==> src/rtl/scan_pkg.sv <==
// Shared encodings and defaults for the display scan logic and the other
// divided-clock blocks on the board.
package scan_pkg;

  // Scan FSM encoding
  typedef enum logic [1:0] {
    ST_IDLE  = 2'd0,
    ST_BLANK = 2'd1,
    ST_DRIVE = 2'd2
  } scan_state_e;

  // Default prescaler geometry shared with the board's divided clocks
  localparam int DEF_DIV_W   = 11;
  localparam int DEF_DIV_MAX = 2047;

endpackage

==> src/rtl/tick_prescaler.sv <==
// Free-running tick divider: counts 0..DIV_MAX, one-cycle tick at the top.
// tick_pre flags the cycle before a tick (assuming no clear in between) so
// a consumer can register an output that lines up with the tick cycle.
module tick_prescaler import scan_pkg::*; #(
  parameter int DIV_W   = DEF_DIV_W,
  parameter int DIV_MAX = DEF_DIV_MAX
) (
  input  logic clk,
  input  logic rst,
  input  logic clr,
  output logic tick,
  output logic tick_pre
);

  localparam logic [DIV_W-1:0] MAX_C   = DIV_W'(DIV_MAX);
  localparam logic [DIV_W-1:0] MAXM1_C = DIV_W'(DIV_MAX - 1);

  logic [DIV_W-1:0] cnt_q;

  // Wrapping count with synchronous reset and clear
  always_ff @(posedge clk) begin
    if (!rst || clr)          cnt_q <= '0;
    else if (cnt_q == MAX_C)  cnt_q <= '0;
    else                      cnt_q <= cnt_q + 1'b1;
  end

  assign tick     = (cnt_q == MAX_C);
  assign tick_pre = (DIV_MAX == 0) ? 1'b1 : (cnt_q == MAXM1_C);

endmodule

==> src/rtl/scan_sequencer.sv <==
// Multi-digit seven-segment scan controller: blank/drive sequencing per
// digit, double-buffered display value swapped only at frame boundaries.
module scan_sequencer import scan_pkg::*; #(
  parameter int DIV_W       = DEF_DIV_W,
  parameter int DIV_MAX     = DEF_DIV_MAX,
  parameter int DIGITS      = 4,
  parameter int DRIVE_TICKS = 3,
  parameter int BLANK_TICKS = 1
) (
  input  logic                  clk,
  input  logic                  rst,
  input  logic                  en,
  input  logic                  load_valid,
  output logic                  load_ready,
  input  logic [4*DIGITS-1:0]   load_data,
  output logic [DIGITS-1:0]     an,
  output logic [3:0]            nib,
  output logic                  frame_tick
);

  localparam int TMAX = (DRIVE_TICKS > BLANK_TICKS) ? DRIVE_TICKS : BLANK_TICKS;
  localparam int TW   = $clog2(TMAX + 1);
  localparam int IW   = (DIGITS > 1) ? $clog2(DIGITS) : 1;

  localparam logic [TW-1:0] BLANK_LAST_C = TW'(BLANK_TICKS - 1);
  localparam logic [TW-1:0] DRIVE_LAST_C = TW'(DRIVE_TICKS - 1);
  localparam logic [IW-1:0] IDX_LAST_C   = IW'(DIGITS - 1);

  scan_state_e          state_q, state_d;
  logic [IW-1:0]        idx_q, idx_d;
  logic [TW-1:0]        tcnt_q, tcnt_d;
  logic [4*DIGITS-1:0]  disp_q, disp_d;
  logic [4*DIGITS-1:0]  shadow_q, shadow_d;
  logic                 pend_q, pend_d;
  logic [DIGITS-1:0]    an_q, an_d;
  logic [3:0]           nib_q, nib_d;
  logic                 ft_q, ft_d;

  logic tick, tick_pre, pre_clr;
  logic accept, boundary;

  // Prescaler idles at zero and restarts from zero on every enable
  assign pre_clr = !en || (state_q == ST_IDLE);

  tick_prescaler #(
    .DIV_W   (DIV_W),
    .DIV_MAX (DIV_MAX)
  ) u_pre (
    .clk      (clk),
    .rst      (rst),
    .clr      (pre_clr),
    .tick     (tick),
    .tick_pre (tick_pre)
  );

  assign load_ready = ~pend_q;
  assign accept     = load_valid && !pend_q;
  // Last DRIVE tick of the last digit, taken this edge
  assign boundary   = en && tick && (state_q == ST_DRIVE) &&
                      (idx_q == IDX_LAST_C) && (tcnt_q == DRIVE_LAST_C);

  // State, counters, buffers and registered outputs
  always_ff @(posedge clk) begin
    if (!rst) begin
      state_q  <= ST_IDLE;
      idx_q    <= '0;
      tcnt_q   <= '0;
      disp_q   <= '0;
      shadow_q <= '0;
      pend_q   <= 1'b0;
      an_q     <= '1;
      nib_q    <= '0;
      ft_q     <= 1'b0;
    end else begin
      state_q  <= state_d;
      idx_q    <= idx_d;
      tcnt_q   <= tcnt_d;
      disp_q   <= disp_d;
      shadow_q <= shadow_d;
      pend_q   <= pend_d;
      an_q     <= an_d;
      nib_q    <= nib_d;
      ft_q     <= ft_d;
    end
  end

  // Scan FSM: tick-counted blank then drive per digit; en low aborts to IDLE
  always_comb begin
    state_d = state_q;
    idx_d   = idx_q;
    tcnt_d  = tcnt_q;
    unique case (state_q)
      ST_IDLE: begin
        state_d = ST_BLANK;
        idx_d   = '0;
        tcnt_d  = '0;
      end
      ST_BLANK: if (tick) begin
        if (tcnt_q == BLANK_LAST_C) begin
          state_d = ST_DRIVE;
          tcnt_d  = '0;
        end else begin
          tcnt_d  = tcnt_q + 1'b1;
        end
      end
      ST_DRIVE: if (tick) begin
        if (tcnt_q == DRIVE_LAST_C) begin
          state_d = ST_BLANK;
          tcnt_d  = '0;
          idx_d   = (idx_q == IDX_LAST_C) ? '0 : idx_q + 1'b1;
        end else begin
          tcnt_d  = tcnt_q + 1'b1;
        end
      end
      default: state_d = ST_IDLE;
    endcase
    if (!en) begin
      state_d = ST_IDLE;
      idx_d   = '0;
      tcnt_d  = '0;
    end
  end

  // Double buffer and output decode; frame_tick is raised one edge early so
  // it sits on the cycle whose closing edge is the frame boundary
  always_comb begin
    disp_d   = disp_q;
    shadow_d = shadow_q;
    pend_d   = pend_q;
    if (boundary && pend_q) begin
      disp_d = shadow_q;
      pend_d = 1'b0;
    end else if (accept) begin
      shadow_d = load_data;
      pend_d   = 1'b1;
    end
    an_d  = '1;
    nib_d = '0;
    if (state_d == ST_DRIVE) begin
      an_d  = ~(DIGITS'(1) << idx_d);
      nib_d = disp_d[4*idx_d +: 4];
    end
    ft_d = (state_d == ST_DRIVE) && (idx_d == IDX_LAST_C) &&
           (tcnt_d == DRIVE_LAST_C) && tick_pre;
  end

  assign an         = an_q;
  assign nib        = nib_q;
  assign frame_tick = ft_q;

endmodule

==> config.mk <==
export PLATFORM = sky130hd
export DESIGN_NAME = scan_sequencer
export DESIGN_NICKNAME = d
export VERILOG_FILES = /design/src/rtl/scan_pkg.sv /design/src/rtl/tick_prescaler.sv /design/src/rtl/scan_sequencer.sv
export SDC_FILE = /design/constraint.sdc
export NUM_CORES = 1
export LEC_CHECK = 0
export CAP_MARGIN = 5
export CORE_UTILIZATION = 59
export CTS_CLUSTER_DIAMETER = 200
export DETAILED_ROUTE_END_ITERATION = 10
export PLACE_DENSITY = 0.94
export SKIP_CTS_REPAIR_TIMING = 1
export SLEW_MARGIN = 20
export SYNTH_ARGS = -nofsm -noshare
export SYNTH_HDL_FRONTEND = slang
export SYNTH_HIERARCHICAL = 1
export SYNTH_SLANG_ARGS = --single-unit
==> constraint.sdc <==
create_clock -name clk -period 6.53 [get_ports clk]
set_input_delay 0.653 -clock clk [delete_from_list [all_inputs] [get_ports clk]]
set_output_delay 0.653 -clock clk [all_outputs]
set_load 0.02 [all_outputs]
# Yosys cells after proc, flatten, opt, wreduce, memory -nomap -nowiden
# Cells that the tools add are included.
[totals]
inputBits = 20
regBits = 59
output_inout_bits = 10
word_cells = 66
[classes]
shift = 2
add_sub_neg = 3
muxes = 18
eq_ne = 9
bitwise_logic = 4
reduce_logical = 20
[ops]
columns = ["op", "count"]
rows = [
  ["2-bit two-way mux", 14],
  ["11-bit equality test, second input constant", 2],
  ["16-bit two-way mux", 1],
  ["16-bit by 5-bit indexed part select with 4-bit output", 1],
  ["2-bit equality test, second input constant", 6],
  ["2-bit case mux with 3 select lines", 2],
  ["11-bit by 1-bit adder with 11-bit output, second input constant", 1],
  ["1-bit logical AND", 9],
  ["2-bit by 1-bit adder with 2-bit output, second input constant", 2],
  ["2-bit zero test", 2],
  ["4-bit inverter", 1],
  ["2-bit case mux with 2 select lines", 1],
  ["2-bit AND reduction", 2],
  ["2-bit OR reduction", 2],
  ["1-bit by 2-bit << shifter with 4-bit output, first input constant", 1],
  ["1-bit zero test", 3],
  ["1-bit inverter", 3],
  ["2-bit by 1-bit equality test with 1-bit output, second input constant", 1],
  ["1-bit logical OR", 2],
]

# Logic depth before layout (Yosys ltp)
# Gate-level depths: netlist (run 1).
[logic_depth]
depth_word = 10
ltp_mapped = 10
ltp_nobuf = 9

# Cells and area by module
# The synthesis (run 1) kept the hierarchy.
[modules_own_cells]
columns = ["module", "cells_per_inst", "seq_area_each_um2", "area_per_inst_um2", "n_inst"]
rows = [
  ["scan_sequencer", 205, 960.9, 2016.9, 1],
  ["tick_prescaler", 57, 220.2, 519.2, 1],
]

# Least setup slack after synthesis (run 1)
# OpenSTA, ideal clock, no wires.
[synth_timing]
path_type = "register -> register"
from = "reg u_pre.cnt_q[0]"
to = "reg nib_q[0], in the netlist nib[0]"
path_buffers = 2
path_stages_with_launch = 11
path_slack_ps = 4119
t_required_ps = 6415
arrival_time_ps = 2296
setup_time_ps = 115
cell_sequence = "dfxtp_1 ha_1 nand3_1 nor3_1 nand2_2 nor3_2 buf_6 buf_12 mux2i_1 a22oi_1 and3_1"
[synth_between]
elab_chain_cells = 8
elab_cells_between_ends = 17
[synth_lines]
columns = ["item", "line", "rtl"]
rows = [
  ["from (decl)", "tick_prescaler.sv:18", "logic [DIV_W-1:0] cnt_q;"],
  ["from (signal assigned)", "tick_prescaler.sv:24", "else cnt_q <= cnt_q + 1'b1;"],
  ["11-bit equality test (*)", "tick_prescaler.sv:27", "assign tick = (cnt_q == MAX_C);"],
  ["via tick", "scan_sequencer.sv:39", "logic tick, tick_pre, pre_clr;"],
  ["1-bit logical AND (3 in a row)", "scan_sequencer.sv:59", "assign boundary = en && tick && (state_q == ST_DRIVE) &&"],
  ["1-bit logical AND", "scan_sequencer.sv:60", "(idx_q == IDX_LAST_C) && (tcnt_q == DRIVE_LAST_C);"],
  ["1-bit logical AND", "scan_sequencer.sv:130", "if (boundary && pend_q) begin"],
  ["16-bit two-way mux", "scan_sequencer.sv:130", ""],
  ["16-bit by 5-bit indexed part select with 4-bit output", "scan_sequencer.sv:141", "nib_d = disp_d[4*idx_d +: 4];"],
  ["to (signal assigned)", "scan_sequencer.sv:82", "nib_q <= nib_d;"],
  ["to (decl)", "scan_sequencer.sv:36", "logic [3:0] nib_q, nib_d;"],
]
# Mark *: on every way through the listed nets, which the timed path passes. The rest lies on a longest branch.
# A chain may end at the register's enable or synchronous reset.

# Worst setup path after layout (run 1)
[layout_timing]
from = "reg u_pre.cnt_q[0]"
to = "reg nib_q[2], in the netlist nib[2]"
# Same word-level chain as after synthesis.

==> results, run 1 <==
- The run finished with clean final reports.
- The startpoint identified for the worst register-to-register timing path is u_pre/cnt_q[0].
- The critical hold path startpoint is u_pre/cnt_q[10].
- The via count of the first global-routing pass was 1841.
- After layout, the design draws a total of 731 uW.
- The top cell types in the final layout, fill and taps aside, are dfxtp_1 (59), nand2_1 (40), clkdlybuf4s50_1 (29), a21boi_0 (17), mux2i_1 (16).
- For this run, the share of the core covered by cells in the final layout is 0.747.
- The min-delay analysis places its worst path in the category reg -> reg.
- The die outline width is 67.6 um.
- Setup repair after global routing left no endpoint under its margin.
- Before antenna repair, the detailed router went through 4 iterations.
- Clock-pin slew was measured on the worst setup and hold paths at 0.06 ns.
- Entering global routing, the biggest net connects 36 pins.
- After synthesis, the share of flip-flops with an asynchronous set or reset is 0.
- During synthesis, Yosys emitted a total of 6 warnings.
- The count of state elements after synthesis is 59.
- The critical path startpoint is u_pre/cnt_q[0].
- The post-synthesis sequential area ratio is 0.466.
- The I/O pin count is 30.
- Global routing finished with a remaining overflow of 0.
- At the end of routability-driven placement, the weighted congestion stood at 0.817.
- The region available for standard cell placement spans 4060 um^2.
- The number of buffers created by CTS is 9.
- Across the run, the number of max-cap violations was 0.
- The type of element launching the critical path is a register.
- The worst-path maximum fanout is 17.
- The final count of hold timing violations is 0.
- TritonCTS built the clock tree.
- The total count of max-transition violations in the final report is 0.
- Summed over all cells, the static leakage comes to 0.00114 uW.
- During placement, the flow inserted port buffers numbering 29.
- The clock net sink count is 59.
- The clock tree root buffer cell is clkbuf_8.
- For this run, the total global-route usage over all layers was measured as 0.259.
- The number of distinct library cells after synthesis is 45.
- The initial utilization of the core area, before any placement, comes to 0.625.
- Relative to the synthesized area, the layout overhead comes to 19.5%.
- Synthesis produced a netlist with a net count of 290.
- The floorplan has 23 rows.
- The first global-routing pass estimated 8.47 mm of wire.
- Dividing total power by cell area gives a power density of 241 nW/um^2.
- The total negative slack is 0 ns.
- Counting flops with a built-in enable in the synthesized netlist gives 0.
- The clock passes through at most 2 buffers.
- For this block, the initial DRC count from the detailed router was 146.
- The startpoint-to-endpoint class of the critical path is reg -> reg.
- The initial antenna violation count is 0.
- Counting tap cells, the placed design contains a total of 332 instances.
- In the routed design, unresolved DRC markers number 0.
- The highest clock frequency the design can meet is 344 MHz.
- The average wire length per cell after detail routing is 14.5 um.
- The worst-case headroom to the max-slew limit is 0.477.
- The data arrival time of the critical path is 3.14 ns.
- The share of final-layout standard cells stronger than drive strength 1 is 0.111.
- The final net count is 321.
- The number of vias after detailed routing is 1925.
- The ratio of routed vias to standard cells is 5.53.
- Between clock sinks in the finished design, the worst skew comes to 0.00986 ns.
- The worst path in the final design needs a cycle of 2.91 ns, including I/O delays and setup.
- The main flop type after synthesis is dfxtp_1.
- At the worst endpoint, the required time is 6.76 ns.
- IR analysis of the VDD net gives a maximum drop of 0.000223 V.
- The number of non-filler instances in the completed layout is 348.
- The final antenna diode count is 0.
- The clock insertion delay at the later pin of the skew report is 0.34 ns.
- The die covers 4570 um^2.
- The sum of routed wire length over all layers is 5.04 mm.
- The maximum level of the CTS H-tree is 3.
- The number of nets with antenna violations after routing is 0.
- The most common cell after layout, fill and taps aside is dfxtp_1.
- The average cell area after synthesis is 9.68 um^2.
- The synthesized netlist occupies a cell area of 2540 um^2.
- The final number of setup-violating endpoints is 0.
- Synthesis handed over a netlist of 262 instances.
- In the finished design, the share of the clock period the worst path needs comes to 0.446.
- The actual transition at the worst max-transition pin is 0.783 ns.
- The element type at the critical path end is a register.
- The half-perimeter wire length after placement is 3.33 mm.
- The die span in y is 67.6 um.
power by group:
group	total, uW	internal (uW)	switching [uW]
Sequential	372	366	5.39
Clock	326	186	140
Combinational	33.0	18.1	14.9
Total	731	571	161
logic make-up after synthesis:
kind of cell    share of synthesized area
simple gates                        0.236
flops                               0.466
compound gates                      0.147
buf+inv                            0.0385
mux                                0.0631
fa+ha+maj                          0.0395
xor+xnor                           0.0104
state kept, by name (all words and copies together), names as in the netlist:
name / flops
disp_q: 16
frame_tick: 1
tcnt_q: 2
shadow_q: 16
an: 4
u_pre/cnt_q: 11
state_q: 2
nib: 4
idx_q: 2
pend_q: 1
per-stage QoR:
step	cell area [um^2]	worst slack (ns)	hold slack, ns
after floorplan	2540	4.12	0.425
after global placement	2830	3.91	0.442
after detailed placement	2840	3.71	0.445
after CTS	3030	3.63	0.455
after global routing	3030	3.34	0.497
final	3030	3.62	0.456
path summary, 6_finish.rpt:
kind                     end  slack, ns  cells after the start
max                   nib[2]       3.62                      9
min          u_pre/cnt_q[10]       0.46                      2
max reg2reg           nib[2]       3.62                      9
min reg2reg  u_pre/cnt_q[10]       0.46                      2
layout make-up:
| type | instances | area [um^2] |
|---|---|---|
| inverter | 7 | 26.3 |
| clock buffer | 12 | 145 |
| timing repair buffer | 31 | 305 |
| multi-input combinational | 185 | 1260 |
| fill | 268 | 1030 |
| clock inverter | 4 | 50.0 |
| tap | 50 | 62.6 |
| sequential | 59 | 1180 |
critical path, cell delays in order, from the launching register on:
cell and delay (ns):
dfxtp_1 0.39, ha_1 0.23, nand3_1 0.16, nor3_1 0.67
nand2_2 0.19, nor3_2 0.18, buf_4 0.31, mux2i_1 0.33
a22oi_1 0.14, and3_1 0.20
metal layers:
metal	global-route usage	wire length, um
met5	0	0
met4	0.144	101
met3	0.0709	212
met2	0.416	2490
met1	0.309	2240
cells in the mapped netlist, types with 5 or more instances:
cell type  count  area share
ha_1           8       0.039
inv_1          7       0.010
o21ai_0        5      0.0099
dfxtp_1       59        0.47
nand3_1        6       0.012
nor2_1        14       0.021
a21boi_0      17       0.050
nand2_1       40       0.059
nor2b_1       16       0.039
mux2i_1       16       0.063
a22oi_1        8       0.024
clkbuf_1       6      0.0089
a21oi_1        9       0.018
(Power assumes the default switching activity.)
==> run 2: changes to the inputs <==
--- a/config.mk
+++ b/config.mk
@@ -6,10 +6,10 @@
 export NUM_CORES = 1
 export LEC_CHECK = 0
 export CAP_MARGIN = 5
-export CORE_UTILIZATION = 59
+export CORE_UTILIZATION = 55
 export CTS_CLUSTER_DIAMETER = 200
 export DETAILED_ROUTE_END_ITERATION = 10
-export PLACE_DENSITY = 0.94
+export PLACE_DENSITY = 0.89
 export SKIP_CTS_REPAIR_TIMING = 1
 export SLEW_MARGIN = 20
 export SYNTH_ARGS = -nofsm -noshare
==> constraint.sdc (replaced) <==
create_clock -name clk -period 3.01 [get_ports clk]
set_input_delay 0.301 -clock clk [delete_from_list [all_inputs] [get_ports clk]]
set_output_delay 0.301 -clock clk [all_outputs]
set_load 0.02 [all_outputs]
==> run 2 against run 1 <==
Die area rose by 7.0%. Sequential power rose by 120%. Clock power rose by 81%. Non-clock buffer count rose by 2. Setup slack got worse by 3.1 ns. Total power rose by 100%. Wire length rose by 0.12%. Critical path depth rose by 1. Design area fell by 0.62%. Critical path type unchanged. Largest power group unchanged. Highest routed layer unchanged.
==> results, run 2 (synthesis results as in run 1) <==
- The die outline width is 69.9 um (+3.5%).
- The sum of routed wire length over all layers was 5.05 mm (+0.12%).
- The die area came to 4890 um^2 (+7.0%).
- The total global routing overflow is 0 (unchanged).
- The largest net degree at the start of global routing was 35 (-2.8%).
- The endpoint required time on the critical path was 3.24 ns (-3.52 ns).
- The count of unresolved DRC violations after routing is 0 (unchanged).
- The worst-path maximum fanout is 17 (unchanged).
- The tree is rooted in a clkbuf_8.
- The highest clock frequency the design can meet is 403 MHz (+17%).
- The clock period minus final worst setup slack came to 2.48 ns (-0.431 ns).
- The setup skew after layout is 0.00728 ns (-0.00258 ns).
- The ratio of routed vias to standard cells is 5.51 (-0.42%).
- The final number of setup-violating endpoints is 0 (unchanged).
- The most common cell after layout, fill and taps aside is dfxtp_1.
- Setup repair after global routing left no endpoint under its margin.
- The share of final-layout standard cells stronger than drive strength 1 is 0.113 (+0.00260).
- The top cell types in the final layout, fill and taps aside, are dfxtp_1 (59), nand2_1 (40), clkdlybuf4s50_1 (29), a21boi_0 (17).
- The total power is 1470 uW (+100%).
- The largest registers in the layout are disp_q (16), shadow_q (16), u_pre/cnt_q (11).
- The final antenna diode count is 0 (unchanged).
- The die span in y is 69.9 um (+3.5%).
- The number of fillers in the final layout is 339 (+26%).
- The worst setup path is captured at a register.
- The global-route wire length before repair is 8.48 mm (about the same).
- The clock slew at the register clock pins of the worst setup and hold paths is 0.06 ns (about the same).
- The standby leakage power was 0.00113 uW (-0.36%).
- The worst vdd rail ir drop came to 0.000385 V (+73%).
- The path depth of the worst reg2reg path is 10 (+1).
- The critical hold path startpoint is u_pre/cnt_q[10].
- From synthesis to final layout, the design area changed by 18.7%.
- The total negative slack is 0 ns (unchanged).
- The cell count of the worst hold path is 2 (unchanged).
- The actual transition at the worst max-transition pin came to 0.798 ns (+0.0154 ns).
- The reg2reg setup slack is 0.53 ns (-3.09 ns).
- The number of nets with antenna violations after routing was 0 (unchanged).
- The final net count was 323 (+0.62%).
- TritonCTS built the clock tree.
- The final count of hold timing violations came to 0 (unchanged).
- The initial antenna violation count was 0 (unchanged).
- The part of the cycle the worst path needs was 0.824 (+0.378).
- The startpoint-to-endpoint class of the critical path is reg -> reg.
- The number of vias after detailed routing is 1939 (+0.73%).
- The power per cell area is 488 nW/um^2 (+100%).
- The deepest clock path buffer count is 2 (unchanged).
- The half-perimeter wire length after placement is 3.56 mm (+6.9%).
- The via count of the first global-routing pass came to 1873 (+1.7%).
- The run finished with clean final reports.
- The type of the worst min-delay path is reg -> reg.
- The data arrival time of the critical path was 2.71 ns (-0.43 ns).
- The placement row count is 24 (+4.3%).
- The initial core utilization was 0.578 (-0.0466).
- The average wire length per cell after detail routing came to 14.3 um (-1.0%).
- The worst-case headroom to the max-slew limit is 0.467 (-0.0103).
- STA classifies the critical path startpoint as a register.
- The worst flop-to-flop path startpoint is u_pre/cnt_q[0].
- The floorplan core area is 4380 um^2 (+8.0%).
- The critical path startpoint is u_pre/cnt_q[0].
- The number of DRC markers after the initial detailed-route iteration is 91 (-38%).
- The clock net sink count is 59 (unchanged).
- The max-capacitance violation count is 0 (unchanged).
- The maximum level of the CTS H-tree came to 3 (unchanged).
- The routability congestion estimate from global placement was 0.798 (-2.3%).
- The core utilization of the finished layout is 0.687 (-0.0599).
- The total count of max-transition violations in the final report is 0 (unchanged).
- The count of TritonRoute iterations in the first routing pass is 4 (unchanged).
- The I/O pin count was 30 (unchanged).
- The total routing usage reported by global routing is 0.226 (-0.0331).
- The number of buffers created by CTS is 9 (unchanged).
- The clock insertion delay at the later pin of the skew report is 0.34 ns (about the same).
- The quantity of I/O buffers inserted on ports came to 29 (unchanged).
==> run 2: metrics by stage <==
step | std cells | hold WS (ns) | worst slack, ns | area, um^2
global route | 352 | 0.483 | 0.333 | 3010
detailed placement | 336 | 0.459 | 0.556 | 2850
finish | 352 | 0.465 | 0.531 | 3010
CTS | 352 | 0.467 | 0.532 | 3010
global placement | 336 | 0.439 | 0.667 | 2850
floorplan | 262 | 0.425 | 0.599 | 2540
==> run 2: final timing paths <==
path                      to
max reg2reg           nib[2]
min          u_pre/cnt_q[10]
min reg2reg  u_pre/cnt_q[10]
max                   nib[2]
==> run 2: area by class of cell <==
class                           count  area, um^2  share of cell area
Clock buffer                       11         131              0.0436
Clock inverter                      5        30.0             0.00997
Inverter                            7        26.3             0.00872
Multi-Input combinational cell    185        1260               0.418
Sequential cell                    59        1180               0.392
Tap cell                           52        65.1              0.0216
Timing Repair Buffer               33         320               0.106
==> run 2: report_power, final <==
part           leakage [uW]  internal [uW]  switching, uW
clock             0.0000791            294            295
combinational      0.000574           40.1           32.6
sequential         0.000478            795           12.4
total               0.00113           1130            340
==> run 2: critical path, cell delays in order (launching register included) <==
cell and delay, ns:
dfxtp_1 0.39, ha_1 0.23, nand3_1 0.16, nor3_1 0.22, buf_4 0.18, nand2_2 0.10
nor3_2 0.16, buf_4 0.30, mux2i_1 0.32, a22oi_1 0.12, and3_1 0.19
==> run 2: metal layers <==
layer  up-vias  share of wire  track usage
met2        44           0.48        0.350
met4         0          0.028        0.124
met1       909           0.45        0.271
li1        971              -            -
met5         -              0            0
met3        15          0.041       0.0808
==> run 3: changes to the inputs <==
--- a/config.mk
+++ b/config.mk
@@ -6,10 +6,10 @@
 export NUM_CORES = 1
 export LEC_CHECK = 0
 export CAP_MARGIN = 5
-export CORE_UTILIZATION = 55
+export CORE_UTILIZATION = 49
 export CTS_CLUSTER_DIAMETER = 200
 export DETAILED_ROUTE_END_ITERATION = 10
-export PLACE_DENSITY = 0.89
+export PLACE_DENSITY = 0.84
 export SKIP_CTS_REPAIR_TIMING = 1
 export SLEW_MARGIN = 20
 export SYNTH_ARGS = -nofsm -noshare
==> constraint.sdc (replaced) <==
create_clock -name clk -period 2.05 [get_ports clk]
set_input_delay 0.205 -clock clk [delete_from_list [all_inputs] [get_ports clk]]
set_output_delay 0.205 -clock clk [all_outputs]
set_load 0.02 [all_outputs]
==> run 3 against run 2 <==
The flow now finishes with violations (negative setup slack). Sequential cell count is the same. Final cell count grew 13%. Sequential power grew 46%. Sequential share of layout area shrank 4.3 points. Hold slack lost 0.053 ns. Critical path depth shrank 1. Largest cell class unchanged.
==> results, run 3 (synthesis results as in run 1) <==
- The run finished, with violations left.
- The global routing usage on met2 is 0.352 (+0.00109).
- The routability congestion estimate from global placement was 0.781 (-2.1%).
- The reg2reg setup slack came to -0.04 ns (-0.57 ns).
- The total count of max-transition violations in the final report came to 0 (unchanged).
- The clock net sink count came to 59 (unchanged).
- The power per cell area is 737 nW/um^2 (+51%).
- The number of fillers in the final layout is 371 (+9.4%).
- The worst setup margin is -0.0382 ns (-0.569 ns).
- The number of non-filler instances in the completed layout is 398 (+13%).
- The clock insertion delay at the later pin of the skew report is 0.34 ns (about the same).
- The total routing usage reported by global routing is 0.223 (-0.00259).
- The clock period minus final worst setup slack is 2.09 ns (-0.391 ns).
- The combinational share of power is 0.045 (-0.005).
- The part of the cycle the worst path needs came to 1.02 (+0.195).
- The initial antenna violation count came to 0 (unchanged).
- The die outline width was 73.9 um (+5.8%).
- The setup skew after layout came to 0.00729 ns (+0.0000123 ns).
- The top cell types in the final layout, fill and taps aside, are dfxtp_1 (56), nand2_1 (40), buf_4 (34), clkdlybuf4s50_1 (29), a21boi_0 (17).
- The critical path goes through ha_4, nand3_4, nor3_4, nand2_2, nor3_2, buf_6, mux2i_2, a22oi_1, and3_1.
- The half-perimeter wire length after placement is 3.70 mm (+3.9%).
- The average wire length per cell after detail routing is 13.8 um (-4.0%).
- The area overhead of the layout relative to synthesis is 33.7%.
- The critical path buffer and inverter count is 1 (-1).
- The sum of routed wire length over all layers is 5.48 mm (+8.6%).
- The placement row count is 25 (+4.2%).
- The worst setup path is of the reg -> reg kind.
- The total global routing overflow is 0 (unchanged).
- The number of buffers created by CTS was 9 (unchanged).
- The busiest layer in global routing is met2.
- STA classifies the critical path endpoint as a register.
- The number of DRC markers after the initial detailed-route iteration is 110 (+21%).
- The area of the multi-input gates is 1310 um^2 (+4.3%).
- The share of final-layout standard cells stronger than drive strength 1 is 0.230 (+0.116).
- The type of element launching the critical path is a register.
- The endpoint required time on the critical path is 2.29 ns (-0.95 ns).
- The number of nets with antenna violations after routing is 0 (unchanged).
- The highest cell delay on the worst timing path was 0.36 ns (-0.03 ns).
- The register area is 1180 um^2 (+0.32%).
- The count of TritonRoute iterations in the first routing pass is 4 (unchanged).
- The count of unresolved DRC violations after routing came to 0 (unchanged).
- The cell type group with the largest total delay on the critical path is simple AND/OR/NAND/NOR gates.
- Setup repair after global routing could not meet its margin everywhere.
- The cell with the largest stage delay on the worst path is dfxtp_2.
- The most common cell after layout, fill and taps aside is dfxtp_1.
- The global-route met3 utilization is 0.0501 (-0.0307).
- The final count of hold timing violations is 0 (unchanged).
- The data arrival time of the critical path is 2.33 ns (-0.38 ns).
- The final antenna diode count is 0 (unchanged).
- The standby leakage power is 0.00134 uW (+18%).
- The initial core utilization is 0.523 (-0.0554).
- The met1 global-route usage is 0.278 (+0.00664).
- TritonCTS built the clock tree.
- The post-placement cell count is 377 (+12%).
- The worst-path maximum fanout is 10 (-7).
- The worst-case headroom to the max-slew limit was 0.610 (+0.143).
- The final net count is 354 (+9.6%).
- The relative contribution of sequential cells to total power came to 0.473 (-0.077).
- The die span in y is 73.9 um (+5.8%).
- The fraction of power spent switching nets is 0.208 (-0.0235).
- The worst vdd rail ir drop is 0.000794 V (+110%).
- The floorplan core area was 4850 um^2 (+11%).
- The total power is 2500 uW (+70%).
- The worst hold path belongs to the class in -> reg.
- The global-route wire length before repair is 8.96 mm (+5.7%).
- The core utilization of the finished layout is 0.699 (+0.0124).
- The die area is 5470 um^2 (+12%).
- The via count of the first global-routing pass is 1908 (+1.9%).
- The final hold slack is 0.413 ns (-0.0525 ns).
- The largest net degree at the start of global routing was 32 (-8.6%).
- The highest clock frequency the design can meet is 479 MHz (+19%).
- The maximum level of the CTS H-tree is 3 (unchanged).
- The final reports fail on negative setup slack.
- The quantity of I/O buffers inserted on ports is 29 (unchanged).
- The actual transition at the worst max-transition pin is 0.584 ns (-0.214 ns).
- The I/O pin count came to 30 (unchanged).
- The largest registers in the layout are disp_q (16), shadow_q (16), u_pre/cnt_q (11).
- The final number of setup-violating endpoints is 4 (+4).
- The clock tree root buffer cell is clkbuf_8.
- The ratio of routed vias to standard cells is 5.08 (-7.9%).
- The number of vias after detailed routing came to 2020 (+4.2%).
- The clock slew at the register clock pins of the worst setup and hold paths was 0.07 ns (about the same).
- The net switching power came to 520 uW (+53%).
- The proportion of power drawn by the clock network came to 0.482 (+0.081).
- The max-capacitance violation count was 0 (unchanged).
- The total negative slack came to -0.107 ns (-0.107 ns).
- The deepest clock path buffer count came to 2 (unchanged).
- The internal power is 1980 uW (+75%).
run 3: changes by cell type in the layout (fill, tap and decap cells not counted), sizes merged:
cell,delta
buf,+31
bufinv,+2
clkbuf,+1
clkinv,-2
clkinvlp,-1
run 3: worst min-delay path, delay by kind of cell:
family                 cells  cell delay, ns
buffers and inverters      1            0.39
AOI/OAI and AO/OA          1            0.06
and+or+nand+nor            1            0.05
run 3: final cells by class:
| cell class | instances | share of cell area |
|---|---|---|
| tap | 67 | 0.0247 |
| clock buffer | 12 | 0.0458 |
| timing repair buffer | 64 | 0.164 |
| sequential | 59 | 0.349 |
| inverter | 7 | 0.00775 |
| multi-input combinational | 185 | 0.387 |
| clock inverter | 4 | 0.0214 |
run 3: path summary, 6_finish.rpt:
check	start	cells past startpoint	end
max	u_pre/cnt_q[1]	9	nib[2]
min	load_data[4]	3	shadow_q[4]
max reg2reg	u_pre/cnt_q[1]	9	nib[2]
min reg2reg	u_pre/cnt_q[10]	2	u_pre/cnt_q[10]
run 3: stage by stage:
step | area, um^2 | setup WS [ns]
floorplan | 2570 | 0.0151
global placement | 3100 | 0.0581
detailed placement | 3100 | -0.0215
CTS | 3330 | -0.0492
global route | 3390 | -0.167
finish | 3390 | -0.0382
run 3: power groups by stage:
stage | clock network (uW) | registers (uW) | logic (uW)
after CTS | 1230 | 1180 | 115
after global routing | 1270 | 1180 | 125
after floorplan | 0 | 1200 | 55.8
after global placement | 0 | 1200 | 112
final | 1200 | 1180 | 113
after detailed placement | 0 | 1210 | 114
run 3: metal layers:
layer  share of wire  wire length, um
met2            0.48             2630
met5               0                0
met4           0.023              125
met3           0.034              188
met1            0.46             2540
